`src/rtl/clk_rst_tick_gen.sv`:
```
// Reset sequencer plus NUM_CH programmable tick/square-wave channels.
// Ticks are single-cycle clock enables, so nothing downstream is clocked by a divided net.
module clk_rst_tick_gen #(
  parameter int          RST_HOLD_CYCLES = 31,
  parameter int          NUM_CH          = 4,
  parameter int          DIV_W           = 24,
  parameter int unsigned DEFAULT_DIV     = 1048575
) (
  input  logic              CLK12MHZ,
  input  logic              resetn,
  input  logic              ext_rst_req,
  input  logic              div_we,
  input  logic [2:0]        div_sel,
  input  logic [DIV_W-1:0]  div_value,
  input  logic [NUM_CH-1:0] ch_en,
  output logic              sys_resetn,
  output logic              rst_done,
  output logic [NUM_CH-1:0] tick,
  output logic [NUM_CH-1:0] wave
);

  localparam int              HCW       = $clog2(RST_HOLD_CYCLES + 1);
  localparam logic [HCW-1:0]  HOLD_LAST = HCW'(RST_HOLD_CYCLES - 1);
  localparam logic [DIV_W-1:0] DIV_RST  = DIV_W'(DEFAULT_DIV);

  typedef enum logic {
    HOLD = 1'b0,
    RUN  = 1'b1
  } state_t;

  state_t         state, state_nxt;
  logic [HCW-1:0] hold_cnt, hold_cnt_nxt;
  logic           rst_done_nxt;
  logic           sync_q1, sync_n;

  logic [DIV_W-1:0]  cnt   [NUM_CH];
  logic [DIV_W-1:0]  div_q [NUM_CH];
  logic              ch_active;
  logic [NUM_CH-1:0] wr_hit;
  logic [NUM_CH-1:0] term;

  // Release of resetn is synchronised; assertion stays fully asynchronous.
  always_ff @(posedge CLK12MHZ or negedge resetn) begin
    if (!resetn) begin
      sync_q1 <= 1'b0;
      sync_n  <= 1'b0;
    end else begin
      sync_q1 <= 1'b1;
      sync_n  <= sync_q1;
    end
  end

  always_ff @(posedge CLK12MHZ or negedge resetn) begin
    if (!resetn) begin
      state    <= HOLD;
      hold_cnt <= '0;
      rst_done <= 1'b0;
    end else begin
      state    <= state_nxt;
      hold_cnt <= hold_cnt_nxt;
      rst_done <= rst_done_nxt;
    end
  end

  always_comb begin
    state_nxt    = state;
    hold_cnt_nxt = hold_cnt;
    rst_done_nxt = 1'b0;
    case (state)
      HOLD: begin
        if (ext_rst_req) begin
          hold_cnt_nxt = '0;
        end else if (sync_n) begin
          if (hold_cnt == HOLD_LAST) begin
            state_nxt    = RUN;
            hold_cnt_nxt = '0;
            rst_done_nxt = 1'b1;
          end else begin
            hold_cnt_nxt = hold_cnt + HCW'(1);
          end
        end
      end
      RUN: begin
        if (ext_rst_req) begin
          state_nxt    = HOLD;
          hold_cnt_nxt = '0;
        end
      end
      default: begin
        state_nxt    = HOLD;
        hold_cnt_nxt = '0;
      end
    endcase
  end

  assign sys_resetn = (state == RUN);

  // Channels run only on edges after which sys_resetn is still high.
  assign ch_active = (state == RUN) && !ext_rst_req;

  always_comb begin
    wr_hit = '0;
    term   = '0;
    for (int i = 0; i < NUM_CH; i++) begin
      wr_hit[i] = div_we && ch_active && (div_sel == 3'(i));
      term[i]   = (cnt[i] == div_q[i]);
    end
  end

  always_ff @(posedge CLK12MHZ or negedge resetn) begin
    if (!resetn) begin
      for (int i = 0; i < NUM_CH; i++) begin
        cnt[i]   <= '0;
        div_q[i] <= DIV_RST;
      end
      tick <= '0;
      wave <= '0;
    end else if (!ch_active) begin
      for (int i = 0; i < NUM_CH; i++) begin
        cnt[i] <= '0;
      end
      tick <= '0;
      wave <= '0;
    end else begin
      for (int i = 0; i < NUM_CH; i++) begin
        if (wr_hit[i]) begin
          div_q[i] <= div_value;
          cnt[i]   <= '0;
          tick[i]  <= 1'b0;
        end else if (!ch_en[i]) begin
          cnt[i]  <= '0;
          tick[i] <= 1'b0;
        end else if (term[i]) begin
          cnt[i]  <= '0;
          tick[i] <= 1'b1;
          wave[i] <= ~wave[i];
        end else begin
          cnt[i]  <= cnt[i] + DIV_W'(1);
          tick[i] <= 1'b0;
        end
      end
    end
  end

endmodule

```
`config.mk`:
```
export PLATFORM = sky130hd
export DESIGN_NAME = clk_rst_tick_gen
export DESIGN_NICKNAME = d
export VERILOG_FILES = /design/src/rtl/clk_rst_tick_gen.sv
export SDC_FILE = /design/constraint.sdc
export NUM_CORES = 1
export LEC_CHECK = 0
export BUFFER_PORTS_ARGS = -buffer_cell sky130_fd_sc_hd__buf_2
export CORE_AREA = 3 3 171 173
export CTS_BUF_LIST = sky130_fd_sc_hd__clkbuf_4
export DETAILED_ROUTE_END_ITERATION = 7
export DIE_AREA = 0 0 174 176
export PLACE_DENSITY = 0.52
export SLEW_MARGIN = 40
export SYNTH_ARGS = -nofsm -noshare
export SYNTH_HDL_FRONTEND = slang
export SYNTH_SLANG_ARGS = --single-unit
export TNS_END_PERCENT = 30
```
`constraint.sdc`:
```
create_clock -name CLK12MHZ -period 2 [get_ports CLK12MHZ]
set_input_delay 0.3 -clock CLK12MHZ [delete_from_list [all_inputs] [get_ports CLK12MHZ]]
set_output_delay 0.3 -clock CLK12MHZ [all_outputs]
set_load 0.005 [all_outputs]
```
==> results of run 1 <==
routing by layer:
metal  vias up  global-route usage
li1       3436                   -
met1      3505               0.224
met2       102               0.276
met3        36              0.0320
met4         0              0.0469
met5         -                   0
metrics by stage:
stage               hold slack, ns  setup TNS [ns]  instance area [um2]  cells
floorplan                  0.00441               0                10000    913
global placement             0.303               0                11100   1359
detailed placement           0.304               0                11100   1359
CTS                          0.134               0                12200   1495
global route                 0.147          -0.702                12300   1496
finish                       0.150               0                12300   1496
power by group:
| part | leakage (nW) | switching [mW] | internal [mW] | total (mW) |
|---|---|---|---|---|
| logic | 2.70 | 0.235 | 0.144 | 0.380 |
| clock network | 0.469 | 1.78 | 2.18 | 3.96 |
| registers | 2.62 | 0.0240 | 4.28 | 4.30 |
sequential cells by signal (all words and copies together), names as in the netlist:
| name | count |
|---|---|
| wave | 4 |
| sync_n | 1 |
| rst_done | 1 |
| hold_cnt | 5 |
| sys_resetn | 1 |
| cnt | 96 |
| div_q | 96 |
| sync_q1 | 1 |
| tick | 4 |
repair_timing:
item / 4_1_cts / 5_1_grt
resized for setup: 0 / 14
pin swaps: 1 / 8
hold endpoints to repair: 187 / 0
setup endpoints to repair: 1 / 85
hold buffers: 30 / 0
worst max-delay path: stages (launching register included):
cell and delay (ns):
dfrtp_1 0.43, xor2_1 0.19, nor4_2 0.30, nand4_1 0.26, o2111ai_2 0.35, buf_12 0.19, nor2_1 0.06
placed cells by master (no fill, tap or decap), drive strengths merged, types with 30 or more instances in the layout:
cell type | netlist | final
xor2 | 140 | 140
dfrtp | 129 | 129
nand2 | 115 | 115
nor2 | 114 | 114
clkbuf | 9 | 99
buf | 22 | 98
dfstp | 80 | 80
mux2 | 72 | 72
xnor2 | 44 | 44
nand3 | 40 | 40
nand4 | 36 | 36
dlygate4sd3 | 0 | 30
cell families after synthesis:
family | after synthesis | share of synthesized area
adder cells (fa/ha/maj) | 6 | 0.00749
flip-flops | 209 | 0.532
AO/OA/AOI/OAI | 22 | 0.0157
AND/OR/NAND/NOR | 378 | 0.184
buffers and inverters | 41 | 0.0192
XOR/XNOR | 184 | 0.161
other | 1 | 0.000374
multiplexers | 72 | 0.0808
layout make-up:
cell class | count | share of cell area
diodes | 1 | 0.000204
clock buffers | 98 | 0.0600
clock inverters | 8 | 0.00245
inverters | 10 | 0.00306
multi-input cells | 663 | 0.373
flip-flops and latches | 209 | 0.435
well taps | 378 | 0.0386
repair buffers | 129 | 0.0877
path summary, 6_finish.rpt:
check	cells past startpoint	slack, ns	to
worst min-delay path	2	0.15	cnt[20]$_DFF_PN0_
min in group CLK12MHZ	4	0.19	div_q[44]$_DFFE_PN0P_
worst min register to register	0	0.40	sync_n$_DFF_PN0_
worst max-delay path	6	0.1	cnt[23]$_DFF_PN0_
worst max register to register	6	0.1	cnt[23]$_DFF_PN0_
max in group asynchronous	3	1.08	tick[0]$_DFF_PN0_
==> out/results.tsv, run 1 <==
stage	metric	value	unit
status	outcome	complete, no violations	
detailed_routing	Max Used Layer	met4	
power_and_ir_drop	leakage power	5.79	nW
place	hpwl dp	17500	um
detailed_routing	M1 wire length	11900	um
synth	Ys Warns	0	
timing	Final period util	0.950	
global_route	GRT overflow	0	
timing	fin. max-slew vios	0	
synth	FFs w/ async S/R, synth	1.00	
floorplan	FP Rows	61	
place	Final GP Congestion	0.768	
detailed_routing	post-route ant nets	0	
floorplan	die area	0.0306	mm2
setup_path	worst-path fanout max	16	
timing	Max-slew headroom	0.576	
synth	Synth cell types	41	
synth	Mapped Nets	954	
power_and_ir_drop	worst vdd ir	0.272	mV
setup_path	RR Startpoint	cnt[13]$_DFF_PN0_	
timing	fmax	526	MHz
detailed_routing	total number of vias	7079	
timing	Post-Route Skew	0.0467	ns
power_and_ir_drop	power per cell area	706	mW/mm2
timing	PnR worst setup slack	0.0990	ns
floorplan	Die Wd	174	um
timing	endpoints failing setup	0	
synth	Yosys top cell by area	dfrtp_1	
detailed_routing	Met3 Wirelength	759	um
detailed_routing	Iter 0 DRT Violations	385	
timing	Worst-Margin Slew	0.636	ns
synth	share of the synthesized area in the top cell type	0.322	
detailed_routing	Via density	4.73	
synth	Area contributors post-synth	dfrtp_1 32%, dfstp_2 21%, xor2_1 12%	
synth	post-synthesis cell area	0.0100	mm2
synth	most common library cells after synthesis	140 x xor2_1, 129 x dfrtp_1, 115 x nand2_1, 114 x nor2_1, 80 x dfstp_2	
detailed_routing	# DRC	0	
power_and_ir_drop	Final Total Pwr	8.65	mW
setup_path	startpoint types	register	
floorplan	# IOs	45	
synth	main flop type after synthesis	dfrtp_1	
synth	Cells after Synth	913	
timing	Fin. Hold Viols	0	
setup_path	Crit Path Class	reg2reg	
floorplan	core area	0.0278	mm2
clocking	root buf cell	clkbuf_4	
cells_and_area	fill count	2745	
detailed_routing	Routed WL per cell	16.8	um
cells_and_area	Nets	1111	
synth	sequential area share after synthesis	0.532	
timing	RSZ-0062 raised after global routing	yes	
clocking	Num CTS Buffers	57	
place	buffers added on ports	44	
global_route	initial antenna violation count	1	
floorplan	initial core utilization	0.361	
detailed_routing	drt pass-1 iters	4	
cells_and_area	Seq. cell area	0.00533	mm2
global_route	GRT Total Usage	0.167	
clocking	CTS tree	yes	
clocking	clock buffer depth	3	
setup_path	CP required	2.56	ns
place	worst slack at placement	0.0251	ns
setup_path	Critical Path End Type	register	
clocking	Worst-Skew Late Latency	0.69	ns
clocking	clk slew on worst S/H paths	0.07	ns
setup_path	crit path from	cnt[13]$_DFF_PN0_	
detailed_routing	DRT Wirelength	25100	um
synth	Synth Area per Inst	11.0	um2
clocking	H-tree depth	2	
cells_and_area	Layout area overhead	22.2	%
hold_path	Hold Path Class	in2async	
cells_and_area	multi-input logic area	0.00458	mm2
cells_and_area	layout cell share with drive strength beyond 1	0.336	
global_route	vias in the first global route	7377	
global_route	largest net degree at the start of global routing	54	
synth	flops & latches, synth	209	
clocking	setup bufs post-CTS	0	
setup_path	arrival time worst endpoint	2.46	ns
cells_and_area	final core occ	0.441	
floorplan	Die H	176	um
clocking	CTS Sinks	209	
global_route	first-pass GRT wire length	40200	um
detailed_routing	metal2 WL	12100	um
synth	EDFF count, synth	0	
timing	Period minus WS final	1.90	ns
synth	count leader, synth	xor2_1	
run	number of max-cap violations	0	
Power figures use the tool's default switching activity.
==> inputs of run 2 (changes only) <==
Settings changed: ABC_AREA from default to 0, CORE_AREA 3 3 171 173 to 3 3 141 211, DIE_AREA 0 0 174 176 to 0 0 144 214.
==> run 2 against run 1 <==
  * Global-route usage up 0.62 points
  * Core utilization is 1.1 points lower
  * Worst setup slack got worse by 0.0026 ns
  * Non-clock buffer count shrank 5
  * Via count hardly changed
  * Sequential share of layout area increased by 0.64 points
  * Maximum frequency decreased by 0.14%
  * Hold slack worse by 0.0050 ns
  * Critical endpoint is now wave[1]$_DFFE_PN0P_
  * Largest power group unchanged
==> out/results.tsv, run 2 (synthesized netlist as in run 1, its figures left out) <==
stage	metric	value	unit	change
clocking	Num CTS Buffers	53		-7.0%
floorplan	Die Wd	144	um	-17%
place	Final GP Congestion	0.812		+5.7%
setup_path	Critical Path End Type	register		
detailed_routing	drt pass-1 iters	4		unchanged
cells_and_area	most frequent cells in the layout	140 x xor2_1, 128 x dfrtp_1, 114 x nor2_1, 114 x nand2_1, 80 x dfstp_2		
global_route	vias in the first global route	7353		-0.33%
floorplan	FP Rows	75		+23%
setup_path	CP required	2.61	ns	+0.05 ns
detailed_routing	total number of vias	7082		+0.042%
global_route	GRT busiest layer	met2		
run	number of max-cap violations	0		unchanged
detailed_routing	post-route ant nets	0		unchanged
timing	Max-slew headroom	0.644		+0.0681
place	worst slack at placement	-0.00877	ns	-0.0339 ns
global_route	GRT overflow	0		unchanged
cells_and_area	Nets	1102		-0.81%
timing	PnR worst setup slack	0.0964	ns	-0.00258 ns
global_route	first-pass GRT wire length	41300	um	+2.6%
timing	Fin. Hold Viols	0		unchanged
global_route	initial antenna violation count	2		+1
place	dpl cells	1322		-2.7%
setup_path	CP peak stage delay	0.56	ns	+0.13 ns
setup_path	CP Cell Sequence	xor2_1 -> nor4_1 -> buf_4 -> nand2_2 -> or4_4 -> a21oi_2		
global_route	global routing met3 resource utilization	0.0337		+0.00168
setup_path	critical path buffer and inverter count	1		unchanged
detailed_routing	Routed WL per cell	17.7	um	+5.4%
setup_path	worst-path fanout max	4		-12
floorplan	core area	0.0281	mm2	+1.0%
timing	fin. max-slew vios	0		unchanged
cells_and_area	commonest non-fill, non-tap cell in the layout	xor2_1		
timing	Final period util	0.952		+0.00129
timing	fmax	525	MHz	-0.14%
clocking	CTS Sinks	209		unchanged
cells_and_area	Final Non-Filler Cells	1453		-2.9%
setup_path	Crit Path Class	reg2reg		
clocking	clock buffer depth	3		unchanged
place	buffers added on ports	44		unchanged
setup_path	startpoint types	register		
clocking	Worst-Skew Late Latency	0.72	ns	+0.03 ns
timing	Post-Route Skew	0.0600	ns	+0.0133 ns
detailed_routing	Via density	4.87		+3.0%
floorplan	initial core utilization	0.357		-0.00356
detailed_routing	Iter 0 DRT Violations	341		-11%
power_and_ir_drop	leakage power	5.70	nW	-1.6%
global_route	largest net degree at the start of global routing	57		+5.6%
power_and_ir_drop	Final Total Pwr	8.48	mW	-2.0%
place	hpwl dp	17900	um	+1.9%
floorplan	# IOs	45		unchanged
clocking	CTS tree	yes		
timing	Period minus WS final	1.90	ns	+0.00258 ns
clocking	clk slew on worst S/H paths	0.07	ns	about the same
hold_path	Hold Path Class	in2async		
global_route	met1 Usage GRT	0.215		-0.00960
cells_and_area	Largest regs	cnt (96), div_q (96), hold_cnt (5)		
global_route	met2 usage	0.296		+0.0200
clocking	root buf cell	clkbuf_4		
setup_path	CP top delay family	simple AND/OR/NAND/NOR gates		
timing	setup TNS	0	ns	unchanged
timing	Worst-Margin Slew	0.533	ns	-0.102 ns
detailed_routing	# DRC	0		unchanged
status	outcome	complete, no violations		
timing	RSZ-0062 raised after global routing	no		
timing	endpoints failing setup	0		unchanged
detailed_routing	DRT Wirelength	25700	um	+2.4%
cells_and_area	layout cell share with drive strength beyond 1	0.317		-0.0190
cells_and_area	fill count	2707		-1.4%
power_and_ir_drop	power per cell area	701	mW/mm2	-0.57%
clocking	H-tree depth	2		unchanged
global_route	GRT Total Usage	0.173		+0.00617
power_and_ir_drop	worst vdd ir	0.359	mV	+32%
floorplan	Die H	214	um	+22%
cells_and_area	Layout area overhead	20.5	%	
floorplan	die area	0.0308	mm2	+0.63%
setup_path	slowest stage cell, crit path	dfstp_2		
setup_path	arrival time worst endpoint	2.51	ns	+0.05 ns
[run 2: cell count changes in the layout (fill, tap and decap cells not counted), sizes merged]
cell    before  now
bufinv       0    2
inv         12   11
buf         98   93
diode        1    2
clkbuf      99   73
clkinv       6   24
[run 2: worst register-to-register path, stage by stage, from the launching register on]
cell and delay [ns]:
dfstp_2 0.56, xor2_1 0.07, nor4_1 0.27, buf_4 0.17, nand2_2 0.08, or4_4 0.53
a21oi_2 0.15
[run 2: cell type report]
cell class	instances	area (um2)	share of cell area
Timing Repair Buffer	124	1020	0.0842
Tap cell	346	433	0.0358
Clock inverter	27	161	0.0134
Multi-Input combinational cell	663	4560	0.377
Inverter	10	37.5	0.00311
Clock buffer	72	541	0.0447
Sequential cell	209	5330	0.441
Antenna cell	2	5.00	0.000414
[run 2: timing repair]
action / in CTS / in global routing
buffers inserted: 0 / 0
gates resized for setup: 1 / 10
endpoints found under the setup margin: 1 / 35
hold endpoints to repair: 235 / 0
pin swaps: 0 / 7
hold buffers: 30 / 0
[run 2: layer usage]
metal	vias up	wire, um
met5	-	13
met4	2	893
met3	57	933
met2	130	13300
met1	3481	10600
li1	3412	-
[run 2: path summary, 6_finish.rpt]
check                                 startpoint                     to  slack [ns]  cells after the start
max                        div_q[59]$_DFFE_PN1P_    wave[1]$_DFFE_PN0P_         0.1                      6
min in group CLK12MHZ                 div_sel[1]  div_q[46]$_DFFE_PN0P_        0.22                      4
max reg2reg                div_q[59]$_DFFE_PN1P_    wave[1]$_DFFE_PN0P_         0.1                      6
min reg2reg                    sync_q1$_DFF_PN0_       sync_n$_DFF_PN0_        0.35                      0
max in group asynchronous                 resetn  div_q[55]$_DFFE_PN1P_        1.02                      3
min                                       resetn  div_q[21]$_DFFE_PN0P_        0.15                      2
[run 2: power breakdown]
group          total (mW)  internal [mW]  switching (mW)
clock                3.79           1.95            1.84
combinational       0.386          0.148           0.238
sequential           4.30           4.28          0.0234
total                8.48           6.37            2.10
[run 2: per-stage QoR]
step	cell area, um2	utilization	hold WS, ns
final	12100	0.431	0.145
after global routing	12100	0.431	0.147
after CTS	12000	0.429	0.0955
after detailed placement	11000	0.393	0.323
after global placement	11000	0.393	0.319
after floorplan	10000	-	0.00441
